[config.mk]
export PLATFORM = sky130hd
export DESIGN_NAME = weight_store
export DESIGN_NICKNAME = d
export VERILOG_FILES = /design/src/rtl/weight_store.sv
export SDC_FILE = /design/constraint.sdc
export NUM_CORES = 1
export LEC_CHECK = 0
export ABC_AREA = 0
export CORE_ASPECT_RATIO = 0.9
export CORE_MARGIN = 3
export CORE_UTILIZATION = 61
export CTS_CLUSTER_DIAMETER = 150
export DETAILED_ROUTE_END_ITERATION = 12
export GPL_TIMING_DRIVEN = 0
export PLACE_DENSITY = 0.9
export SYNTH_ARGS = -nofsm -noshare
export SYNTH_HDL_FRONTEND = slang
export SYNTH_SLANG_ARGS = --single-unit
[constraint.sdc]
create_clock -name clk -period 3.2 [get_ports clk]
set_input_delay 0.8 -clock clk [delete_from_list [all_inputs] [get_ports clk]]
set_output_delay 0.8 -clock clk [all_outputs]
set_load 0.005 [all_outputs]
[src/rtl/weight_store.sv]
// Register-file weight store with a 1-cycle read port, a host load port and a
// 3-cycle read-modify-write reward update that saturates two signed nibbles.
module weight_store #(
    parameter int ADDR_W = 4,
    parameter int DW     = 8
) (
    input  logic              clk,
    input  logic              rst,
    input  logic              w_req,
    input  logic [ADDR_W-1:0] w_addr,
    output logic              w_valid,
    output logic [DW-1:0]     w_data,
    input  logic              load_en,
    input  logic [ADDR_W-1:0] load_addr,
    input  logic [DW-1:0]     load_data,
    input  logic              upd_start,
    input  logic [ADDR_W-1:0] upd_addr,
    input  logic [1:0]        reward,
    output logic              upd_busy,
    output logic              upd_done
);

    localparam int unsigned DEPTH = 2 ** ADDR_W;
    localparam int unsigned NW    = DW / 2;
    localparam logic [DW-1:0] INIT_WORD = {(DW / 4){4'h1}};

    typedef enum logic [1:0] {
        IDLE = 2'd0,
        RD   = 2'd1,
        WR   = 2'd2,
        DONE = 2'd3
    } state_t;

    state_t              state;
    logic [DW-1:0]       mem [DEPTH];
    logic [ADDR_W-1:0]   lat_addr;
    logic [1:0]          lat_reward;
    logic [DW-1:0]       hold;
    logic [1:0]          step;
    logic [DW-1:0]       upd_word;

    // Step is +1/-1 in two's complement; the sum fits NW+1 bits, so overflow
    // is exactly the case where the top two bits of the sum disagree.
    function automatic logic [NW-1:0] sat_add(input logic [NW-1:0] n,
                                              input logic [1:0]    s);
        logic [NW:0] sum;
        sum = {n[NW-1], n} + {{(NW - 1){s[1]}}, s};
        if (sum[NW] != sum[NW-1])
            sat_add = sum[NW] ? {1'b1, {(NW - 1){1'b0}}} : {1'b0, {(NW - 1){1'b1}}};
        else
            sat_add = sum[NW-1:0];
    endfunction

    always_comb begin
        step = 2'b00;
        case (lat_reward)
            2'b01:   step = 2'b01;
            2'b11:   step = 2'b11;
            default: step = 2'b00;
        endcase
        upd_word = {sat_add(hold[DW-1:NW], step), sat_add(hold[NW-1:0], step)};
    end

    always_ff @(posedge clk) begin
        if (rst) begin
            state      <= IDLE;
            upd_busy   <= 1'b0;
            upd_done   <= 1'b0;
            lat_addr   <= '0;
            lat_reward <= '0;
            hold       <= '0;
            for (int unsigned i = 0; i < DEPTH; i++)
                mem[i] <= (i < 2) ? INIT_WORD : '0;
        end else begin
            upd_done <= 1'b0;
            case (state)
                IDLE: begin
                    // Loads are only accepted here, so they never collide with the WR write.
                    if (load_en)
                        mem[load_addr] <= load_data;
                    if (upd_start) begin
                        lat_addr   <= upd_addr;
                        lat_reward <= reward;
                        upd_busy   <= 1'b1;
                        state      <= RD;
                    end
                end
                RD: begin
                    hold  <= mem[lat_addr];
                    state <= WR;
                end
                WR: begin
                    mem[lat_addr] <= upd_word;
                    upd_done      <= 1'b1;
                    state         <= DONE;
                end
                DONE: begin
                    upd_busy <= 1'b0;
                    state    <= IDLE;
                end
                default: begin
                    upd_busy <= 1'b0;
                    state    <= IDLE;
                end
            endcase
        end
    end

    always_ff @(posedge clk) begin
        if (rst) begin
            w_valid <= 1'b0;
            w_data  <= '0;
        end else begin
            w_valid <= w_req;
            if (w_req)
                w_data <= mem[w_addr];
        end
    end

endmodule

======== Word level (Yosys, flattened, before mapping) ========
Memories as Yosys holds them, arrays and structs flattened. A register that Yosys moved wholly into a read port is not among the register bits.
Index checks and enable logic that the tools add are counted.
word-level totals
  bits in registers ....................... 11
  bits of input ports ..................... 27
  output and inout port bits .............. 11
  logic and storage cells ................. 47
  memories kept ........................... 1
  memory bits (writable) .................. 128
memories
  memory  words  bits a word  read ports  clocked after Yosys merged registers in  write ports  RTL line  source
  mem     16     8            2           2                                        16           35        logic [DW-1:0] mem [DEPTH];
cells by class
  eq/ne operators ......................... 8
  multiplexer cells ....................... 24
  $add $sub $neg .......................... 2
  reduce and logical (&&, ||, !) cells .... 6
operators by type and width
  kind                number
  $mux 4              6
  $mux 8              2
  $reduce_or 8->1     2
  $mux 1              12
  $add 4x2->5         2
  $pmux 2 s4          1
  $eq 2x2->1 const B  3
  $eq 2x1->1 const B  2
  $pmux 2 s2          1
  $reduce_and 2->1    2
  $logic_not 2->1     1
  $mux 2              1
  $ne 1x1->1          2
  $ne 2x2->1 const B  1
  $pmux 1 s2          1
  $reduce_bool 2->1   1

======== Logic depth before layout (Yosys ltp) ========
Gate-level depths: netlist (run 1).
  depth in word-level cells ............... 7
  mapped depth ............................ 12
  mapped depth without buffers ............ 11

======== Least setup slack after synthesis (run 1) ========
Ideal clock, no wire load.
  path kind ............................... register to register
  start ................................... reg lat_reward[0]
  end ..................................... mem mem[3][2] (data pin)
  setup slack ............................. 0.545 ns
  period minus slack after synthesis ...... 2.655 ns
  buffers on the path ..................... 2
  stages on the path, launching flop included .. 13
  library setup time ...................... 0.264 ns
  arrival ................................. 2.392 ns
  data required time ...................... 2.936 ns
  cell sequence ........................... dfxtp_1 clkbuf_1 ha_1 fa_1 a211oi_1 a21o_1 ha_1 inv_1 a211o_1 o211ai_1 o21ai_2 buf_2 nor2_1
RTL lines
  what                    RTL line  source
  start, declared         37        logic [1:0] lat_reward;
  start signal, assigned  83        lat_reward <= reward;
  end, declared           35

==> results of run 1 <==
-- cell families after synthesis --
group                    after synthesis  share of synthesized area [%]
XOR/XNOR                               2                         0.2073
adder cells (fa/ha/maj)               17                          2.695
flip-flops                           155                          51.88
multiplexers                         131                          15.58
AO/OA/AOI/OAI                         96                          9.017
AND/OR/NAND/NOR                      314                          17.40
buffers and inverters                 54                          3.228
-- registers in the layout, indices dropped and copies added, names as in the netlist --
name        cells
mem           128
hold            8
w_data          8
lat_addr        4
lat_reward      2
state           2
upd_busy        1
upd_done        1
w_valid         1
-- synthesized netlist by cell type (2+ instances only) --
library cell	n
o211ai_1	2
xnor2_1	2
a22oi_1	48
inv_1	6
and2_1	4
clkbuf_1	20
buf_6	3
o21ai_2	4
edfxtp_1	128
a21o_1	3
nand3_1	60
a211oi_1	2
nor3_1	2
nor3b_1	4
nand2_2	9
nor2b_1	9
nand2_1	56
dfxtp_1	27
ha_1	15
nand3b_1	4
fa_1	2
o31ai_4	4
buf_2	22
nor2_1	130
nand2b_1	20
mux2i_1	129
nor2_2	4
and3_2	2
a21oi_1	26
-- metal layers --
| layer | global-route usage, % | part of all wire [%] | vias up |
|---|---|---|---|
| li1 | - | - | 2915 |
| met1 | 47.50 | 38 | 3209 |
| met2 | 50.13 | 45 | 523 |
| met3 | 8.031 | 14 | 66 |
| met4 | 11.49 | 3.2 | 0 |
| met5 | 0 | 0 | - |
-- final cells by class --
type	count	share of cell area (%)
Clock inverter	13	1.070
Clock buffer	19	4.517
Sequential cell	155	45.74
Inverter	7	0.2742
Timing Repair Buffer	35	3.655
Tap cell	168	2.193
Multi-Input combinational cell	560	39.75
Buffer	47	2.794
-- metrics by stage --
step	cells	power [mW]	setup TNS, ps
floorplan	769	3.458	0
global placement	972	3.910	-10740
detailed placement	972	3.969	-18030
CTS	1004	5.780	0
global route	1004	6.022	0
finish	1004	5.862	0
-- power groups by stage --
stage | logic [mW] | registers (mW) | clock network, mW
after floorplan | 0.979 | 2.48 | 0
after global placement | 1.40 | 2.51 | 0
after detailed placement | 1.44 | 2.53 | 0
after CTS | 1.45 | 2.49 | 1.84
after global routing | 1.60 | 2.51 | 1.92
final | 1.51 | 2.49 | 1.86
-- worst reg2reg max path, stage by stage (launching register included) --
cell	delay [ps]
dfxtp_1	320
clkbuf_1	130
ha_1	240
fa_1	460
a211oi_2	220
a21o_1	170
ha_1	250
inv_1	110
a211o_1	170
o2bb2ai_2	320
buf_6	270
nor2_1	70
-- final timing paths --
check | to | slack [ps] | cells after the start
max reg2reg | mem[3][0] | 210 | 11
max | mem[12][4] | 80 | 6
min reg2reg | w_data[1] | 460 | 2
min | w_data[1] | 460 | 2
==> flow_metrics.tcl, run 1 <==
set metrics [dict create \
    synth-edff-count 128 \
    synth_top_cell_area_share_pct 45.48 \
    cp-startpoint "rst" \
    setup_ws_ps 77.88 \
    avgViaCountPerCell 6.686 \
    cts.sinks 155 \
    regArea_um2 4384 \
    async_flop_share_pct 0 \
    rows 40 \
    numCtsBuffers 17 \
    die_h_um 117.7 \
    cp_max_fo 9 \
    yosysWarnings 0 \
    setup_viol 0 \
    ys_ff_latch 155 \
    syn_area_per_cell_um2 10.99 \
    cp-start-kind "primary input" \
    grt_pass1_vias 6479 \
    synth_nets 813 \
    grt_use_total_pct 33.33 \
    hold_slack_ps 462.3 \
    vias 6713 \
    drt_iter0_drc 1181 \
    drt-total-wl_um 24660 \
    hold_class "flop to flop" \
    drt-pass1-iter-count 5 \
    clock_skew_ps 9.004 \
    diodes 0 \
    clockBufferDepth 2 \
    grt_pass1_wl_um 37470 \
    fill_cells 951 \
    fin_nets 867 \
    clockPowerShare_pct 31.7 \
    tightest_slew_ps 970.3 \
    switching_share_pct 32.61 \
    slew_violations 0 \
    rsz0062_at_grt "false" \
    synthCells 769 \
    fin_util_pct 71.19 \
    fmax_mhz 320.3 \
    multi_input_area_um2 3810 \
    drc 0 \
    synthFlopType "edfxtp_1" \
    outcome "finished clean" \
    finalHoldViolCount 0 \
    gp_congestion 1.016 \
    intPower_mw 3.950 \
    combPwrFrac_pct 25.8 \
    critPathSlowestCell "clkdlybuf4s50_1" \
    io_buffer_count 35 \
    cp_top_family "simple AND/OR/NAND/NOR gates" \
    place_area_um2 9011 \
    dieWidth_um 130.1 \
    end_kind "flop" \
    grt_antenna_before_repair 0 \
    r2r-start "lat_reward[0]" \
    fin_area_um2 9584 \
    slew_headroom_pct 35.17 \
    grt_max_degree 17 \
    post-place-ws_ps -275.1 \
    ir_drop_mv 0.4620 \
    seq_area_frac_synth_pct 51.88 \
    antenna_left 0 \
    min_period_ps 3122 \
    period_share_pct 97.57 \
    clk_latency_ps 430 \
    yosys-top-cells-area "edfxtp_1 (45%), mux2i_1 (15%), dfxtp_1 (6.4%)" \
    cts_root_buffer "clkbuf_16" \
    cts-resized-gates 1 \
    layout_common_cells "nor2_1 (130), mux2i_1 (129), edfxtp_1 (128)" \
    htreeDepth 4 \
    initial_core_util_pct 62.77 \
    worstPathBufferInverterCount 2 \
    cts_setup_buffers 0 \
    synthesis.area_um2 8451 \
    cts_tree "built" \
    leakage_nw 3.619 \
    critPathMaxStageDelay_ps 770 \
    path_cells "clkdlybuf4s50_1 > nand2b_4 > inv_2 > o31ai_4 > nand2_1 > nand2b_1" \
    holdCritStartpoint "w_data[1]" \
    power_density_nw_per_um2 611.6 \
    yosys.area.top_type "edfxtp_1" \
    synth_cell_types 51 \
    core_area_um2 13460 \
    pin_count 38 \
    worstPathArrival_ps 3190 \
    critical_path_class "primary input to flop" \
    layout-drive-gt1-share_pct 10.89 \
    maxCapViolations 0 \
    hpwl_um 18310 \
    mostFrequentLayoutCell "nor2_1" \
    dieArea_um2 15300 \
    power.net_switching_mw 1.911 \
    postCtsHoldBufs 0 \
    wl_per_cell_um 24.56 \
    grt_remaining_overflow 0 \
    cp.required_ps 3270 \
    pwr-share-seq_pct 42.5 \
    clkTransAtPathRegs_ps 60 \
    areaGrowthSynthToFinish_pct 13.41 \
]
Note: power is estimated with default switching activity, not from simulation.
==> run 2, diff against run 1 <==
--- a/config.mk
+++ b/config.mk
@@ -7,11 +7,8 @@
 export LEC_CHECK = 0
 export ABC_AREA = 0
 export CORE_ASPECT_RATIO = 0.9
-export CORE_MARGIN = 3
 export CORE_UTILIZATION = 61
-export CTS_CLUSTER_DIAMETER = 150
 export DETAILED_ROUTE_END_ITERATION = 12
-export GPL_TIMING_DRIVEN = 0
 export PLACE_DENSITY = 0.9
 export SYNTH_ARGS = -nofsm -noshare
 export SYNTH_HDL_FRONTEND = slang
==> flow_metrics.tcl, run 2 (synthesis results as in run 1) <==
set metrics [dict create \
    layout-drive-gt1-share_pct 11.26 \
    top_regs "mem x128, hold x8, w_data x8" \
    io_buffer_count 37 \
    htreeDepth 4 \
    outcome "finished clean" \
    placed_cells 953 \
    grt_antenna_before_repair 0 \
    r2r-start "lat_reward[0]" \
    fmax_mhz 325.3 \
    layout_common_cells "nor2_1 (130), mux2i_1 (129), edfxtp_1 (128)" \
    avgViaCountPerCell 6.657 \
    antenna_left 0 \
    grt_pass1_vias 6309 \
    rows 40 \
    die_h_um 113.7 \
    cp-start-kind "flop" \
    period_share_pct 96.06 \
    pin_count 38 \
    fill_cells 916 \
    cp.required_ps 3380 \
    power_density_nw_per_um2 620.4 \
    gp_congestion 0.9362 \
    finalHoldViolCount 0 \
    cts_tree "built" \
    place_area_um2 8994 \
    setup_ws_ps 126.0 \
    finalNonFillerCells 985 \
    grt_remaining_overflow 0 \
    core_area_um2 13410 \
    hold_slack_ps 454.9 \
    cts_root_buffer "clkbuf_16" \
    drt_iter0_drc 957 \
    ir_drop_mv 0.3988 \
    slew_headroom_pct 33.96 \
    critPathMaxStageDelay_ps 430 \
    mostFrequentLayoutCell "nor2_1" \
    largest_register_ffs 128 \
    cts.sinks 155 \
    clkTransAtPathRegs_ps 60 \
    worstPathArrival_ps 3250 \
    critical_path_class "flop to flop" \
    end_kind "flop" \
    clock_skew_ps 8.758 \
    leakage_nw 3.615 \
    drt-total-wl_um 22920 \
    grt_max_degree 35 \
    drt-pass1-iter-count 6 \
    setup_viol 0 \
    areaGrowthSynthToFinish_pct 13.43 \
    regMostFlops "mem" \
    drc 0 \
    fin_nets 848 \
    hpwl_um 15850 \
    numCtsBuffers 17 \
    post-place-ws_ps 83.88 \
    diodes 0 \
    tightest_slew_ps 990.5 \
    holdCritStartpoint "w_data[7]" \
    grt_use_total_pct 33.29 \
    wl_per_cell_um 23.27 \
    maxCapViolations 0 \
    clk_latency_ps 430 \
    critPathSlowestCell "fa_1" \
    fin_area_um2 9585 \
    dieArea_um2 14330 \
    vias 6557 \
    slew_violations 0 \
    initial_core_util_pct 63.00 \
    cp-startpoint "lat_reward[0]" \
    fin_util_pct 71.46 \
    cp_max_fo 10 \
    clockBufferDepth 2 \
    min_period_ps 3074 \
    hold_class "flop to flop" \
    dieWidth_um 126.1 \
    grt_pass1_wl_um 34890 \
    path_cells "and2_2 > fa_1 > a211oi_1 > a21o_1 > ha_1 > inv_1 > a211o_1 > o2bb2ai_2 > buf_4 > nor2_1" \
]
run 2: path summary, 6_finish.rpt:
path | endpoint | slack [ps] | cells past startpoint
worst max register to register | mem[12][0] | 130 | 10
worst min register to register | w_data[7] | 450 | 2
worst max-delay path | mem[12][0] | 130 | 10
worst min-delay path | w_data[7] | 450 | 2
run 2: through the flow:
stage | power (mW) | TNS, ps
global placement | 3.834 | 0
floorplan | 3.458 | 0
global route | 6.111 | -2.500
CTS | 5.877 | 0
detailed placement | 3.907 | 0
finish | 5.946 | 0
run 2: layout make-up:
cell class / count / area, um2 / area share [%]
clock buffer: 18 / 429.2 / 4.477
clock inverter: 14 / 153.9 / 1.606
timing repair buffer: 63 / 575.6 / 6.004
multi-input combinational: 560 / 3802 / 39.67
inverter: 7 / 26.28 / 0.2741
sequential: 155 / 4388 / 45.78
tap: 168 / 210.2 / 2.193
run 2: where the power goes:
part | total (mW) | switching [mW] | internal [mW] | leakage [nW]
logic | 1.44 | 0.929 | 0.507 | 1.81
registers | 2.50 | 0.140 | 2.36 | 1.53
clock network | 2.00 | 0.795 | 1.21 | 0.270
total | 5.95 | 1.86 | 4.08 | 3.62
run 2: repair_timing:
action,CTS,global route
setup endpoints to repair,0,24
resized for setup,0,2
hold buffers,0,0
setup buffers,0,0
run 2: worst max-delay path: cells and delay by family (launching register included):
kind	cells	cell delay (ps)
compound gates	4	1040
fa+ha+maj	2	680
buf+inv	2	400
flops	1	340
simple gates	2	350
run 2: metal layers:
layer  wire (um)  GRT usage [%]  vias to the layer above  part of all wire, %
met3        2559          8.818                      108                   11
li1            -              -                     2870                    -
met5           0              0                        -                    0
met2       10820          52.93                      466                   47
met4        1001          17.19                        0                  4.4
met1        8545          42.29                     3113                   37
==> run 3, diff against run 2 <==
--- a/config.mk
+++ b/config.mk
@@ -5,7 +5,7 @@
 export SDC_FILE = /design/constraint.sdc
 export NUM_CORES = 1
 export LEC_CHECK = 0
-export ABC_AREA = 0
+export ABC_AREA = 1
 export CORE_ASPECT_RATIO = 0.9
 export CORE_UTILIZATION = 61
 export DETAILED_ROUTE_END_ITERATION = 12
@@ -13,3 +13,4 @@
 export SYNTH_ARGS = -nofsm -noshare
 export SYNTH_HDL_FRONTEND = slang
 export SYNTH_SLANG_ARGS = --single-unit
+export TNS_END_PERCENT = 5
==> flow_metrics.tcl, run 3 <==
set metrics [dict create \
    period_share_pct 92.28 \
    power.net_switching_mw 2.455 \
    synth_common_cells "nand2_1 (383), nand3_1 (220), nor2_1 (166)" \
    ir_drop_mv 0.4896 \
    outcome "finished clean" \
    async_flop_share_pct 0 \
    cp_max_fo 9 \
    end_kind "flop" \
    layout-drive-gt1-share_pct 8.854 \
    mostFrequentLayoutCell "nand2_1" \
    cts_root_buffer "clkbuf_16" \
    hold_class "flop to flop" \
    cts_setup_buffers 0 \
    rows 40 \
    clock_skew_ps 8.613 \
    clockPowerShare_pct 29.5 \
    synth_nets 1162 \
    synth_cell_types 34 \
    gp_congestion 1.037 \
    areaGrowthSynthToFinish_pct 13.22 \
    die_h_um 115.1 \
    critPathSlowestCell "nor2_1" \
    numCtsBuffers 17 \
    path_common_cell "inv_4" \
    drt-total-wl_um 24840 \
    drt-pass1-iter-count 7 \
    synthFlopType "edfxtp_1" \
    post-place-ws_ps -154.1 \
    fmax_mhz 338.6 \
    clk_latency_ps 440 \
    path_cells "clkdlybuf4s50_1 > inv_4 > nand2_8 > inv_4 > or2_1 > o21ai_2 > nor2_1 > nand2_2 > nand2_1" \
    cp-start-kind "primary input" \
    synthesis.area_um2 8677 \
    leakage_nw 4.243 \
    clockBufferDepth 2 \
    critical_path_class "primary input to flop" \
    pwr-share-seq_pct 38.6 \
    grt_pass1_vias 7255 \
    avgViaCountPerCell 6.072 \
    drc 0 \
    finalHoldViolCount 0 \
    r2r-start "lat_reward[0]" \
    slew_violations 0 \
    combPwrFrac_pct 31.9 \
    cts-resized-gates 0 \
    tightest_slew_ps 1174 \
    grt_max_degree 66 \
    layout_common_cells "nand2_1 (383), nand3_1 (220), nor2_1 (166)" \
    cp-startpoint "rst" \
    slew_headroom_pct 21.66 \
    syn_area_per_cell_um2 7.761 \
    fill_cells 1033 \
    synthCells 1118 \
    initial_core_util_pct 63.74 \
    rsz0062_at_grt "false" \
    maxCapViolations 0 \
    intPower_mw 4.111 \
    regMostFlops "mem" \
    top_regs "mem x128, hold x8, w_data x8" \
    worstPathBufferInverterCount 3 \
    postCtsHoldBufs 0 \
    worstPathArrival_ps 3060 \
    power_density_nw_per_um2 668.4 \
    holdCritStartpoint "lat_reward[1]" \
    antenna_left 0 \
    yosys-top-cells-area "edfxtp_1 (44%), nand2_1 (17%), nand3_1 (13%)" \
    setup_viol 0 \
    htreeDepth 4 \
    pin_count 38 \
    cts.sinks 155 \
    dieArea_um2 14710 \
    largest_register_ffs 128 \
    grt_remaining_overflow 0 \
    synth-edff-count 128 \
    core_area_um2 13610 \
    cp.required_ps 3310 \
    hold_slack_ps 492.1 \
    clkTransAtPathRegs_ps 70 \
    switching_share_pct 37.38 \
    grt_pass1_wl_um 38580 \
    min_period_ps 2953 \
    vias 8142 \
    yosys.area.top_type "edfxtp_1" \
    drt_iter0_drc 1550 \
    yosysWarnings 0 \
    setup_ws_ps 247.0 \
    hpwl_um 16350 \
    dieWidth_um 127.7 \
    grt_use_total_pct 35.84 \
    seq_area_frac_synth_pct 50.53 \
    synth_most_common_cell "nand2_1" \
    ys_ff_latch 155 \
    grt_antenna_before_repair 0 \
    cts_tree "built" \
    fin_nets 1183 \
    synth_top_cell_area_share_pct 44.30 \
    critPathMaxStageDelay_ps 660 \
    wl_per_cell_um 18.52 \
    diodes 0 \
    cp_top_family "simple AND/OR/NAND/NOR gates" \
    io_buffer_count 37 \
]
## run 3: cell count changes in the layout (fill, tap and decap cells not counted), moves of 16 or more
cell and delta:
nand2_1 +327, nand2b_1 -20, mux2i_1 -129, a22oi_1 -48, nor2_1 +36, inv_1 +31, a21oi_1 -16, nand3_1 +160
## run 3: worst reg2reg max path: cells and delay by family (launching register included)
kind	cells	cell delay, ps
compound gates	2	280
xor+xnor	1	170
fa+ha+maj	2	670
buf+inv	2	560
flops	1	420
simple gates	5	470
## run 3: power groups by stage
stage | combinational, mW | clock (mW) | sequential [mW]
after global routing | 2.27 | 2.03 | 2.55
after CTS | 2.02 | 1.94 | 2.53
after global placement | 1.96 | 0 | 2.56
after detailed placement | 1.99 | 0 | 2.57
final | 2.09 | 1.94 | 2.54
after floorplan | 1.39 | 0 | 2.51
## run 3: final timing paths
kind	endpoint	slack, ps	cells past startpoint
setup / recovery	mem[15][7]	250	9
hold / removal	lat_reward[1]	490	2
setup reg to reg	mem[9][2]	390	12
hold reg to reg	lat_reward[1]	490	2
## run 3: layout make-up
class	instances	area, um2	share of cell area (%)
Sequential cell	155	4385	44.64
Multi-Input combinational cell	849	3830	38.98
Timing Repair Buffer	70	625.6	6.368
Clock buffer	17	425.4	4.330
Tap cell	189	236.5	2.407
Inverter	46	177.7	1.808
Clock inverter	15	143.9	1.465
## run 3: logic make-up (layout without fill, tap and decap cells)
logic type               after synthesis  count (layout)  share of synthesized area (%)
adder cells (fa/ha/maj)               17              17                          2.624
AND/OR/NAND/NOR                      799             799                          39.29
flip-flops                           155             155                          50.53
buffers and inverters                114             148                          5.335
AO/OA/AOI/OAI                         31              31                          2.019
XOR/XNOR                               2               2                         0.2019
## run 3: through the flow
| stage | TNS (ps) | instance area [um2] | utilization [%] | cells | power, mW |
|---|---|---|---|---|---|
| 6_report | 0 | 9824 | 72.17 | 1341 | 6.566 |
| 5_1_grt | 0 | 9824 | 72.17 | 1341 | 6.857 |
| 4_1_cts | 0 | 9824 | 72.17 | 1341 | 6.493 |
| 3_5_place_dp | -3634 | 9255 | 67.99 | 1309 | 4.565 |
| 3_3_place_gp | -2895 | 9255 | 67.99 | 1309 | 4.527 |
| 2_1_floorplan | 0 | 8677 | - | 1118 | 3.905 |
## run 3: layer usage
layer | vias to the layer above | share of wire, % | track usage (%)
met5 | - | 0 | 0
met4 | 0 | 5.1 | 19.22
met3 | 135 | 14 | 11.59
met2 | 640 | 44 | 53.88
met1 | 3656 | 37 | 46.49
li1 | 3711 | - | -
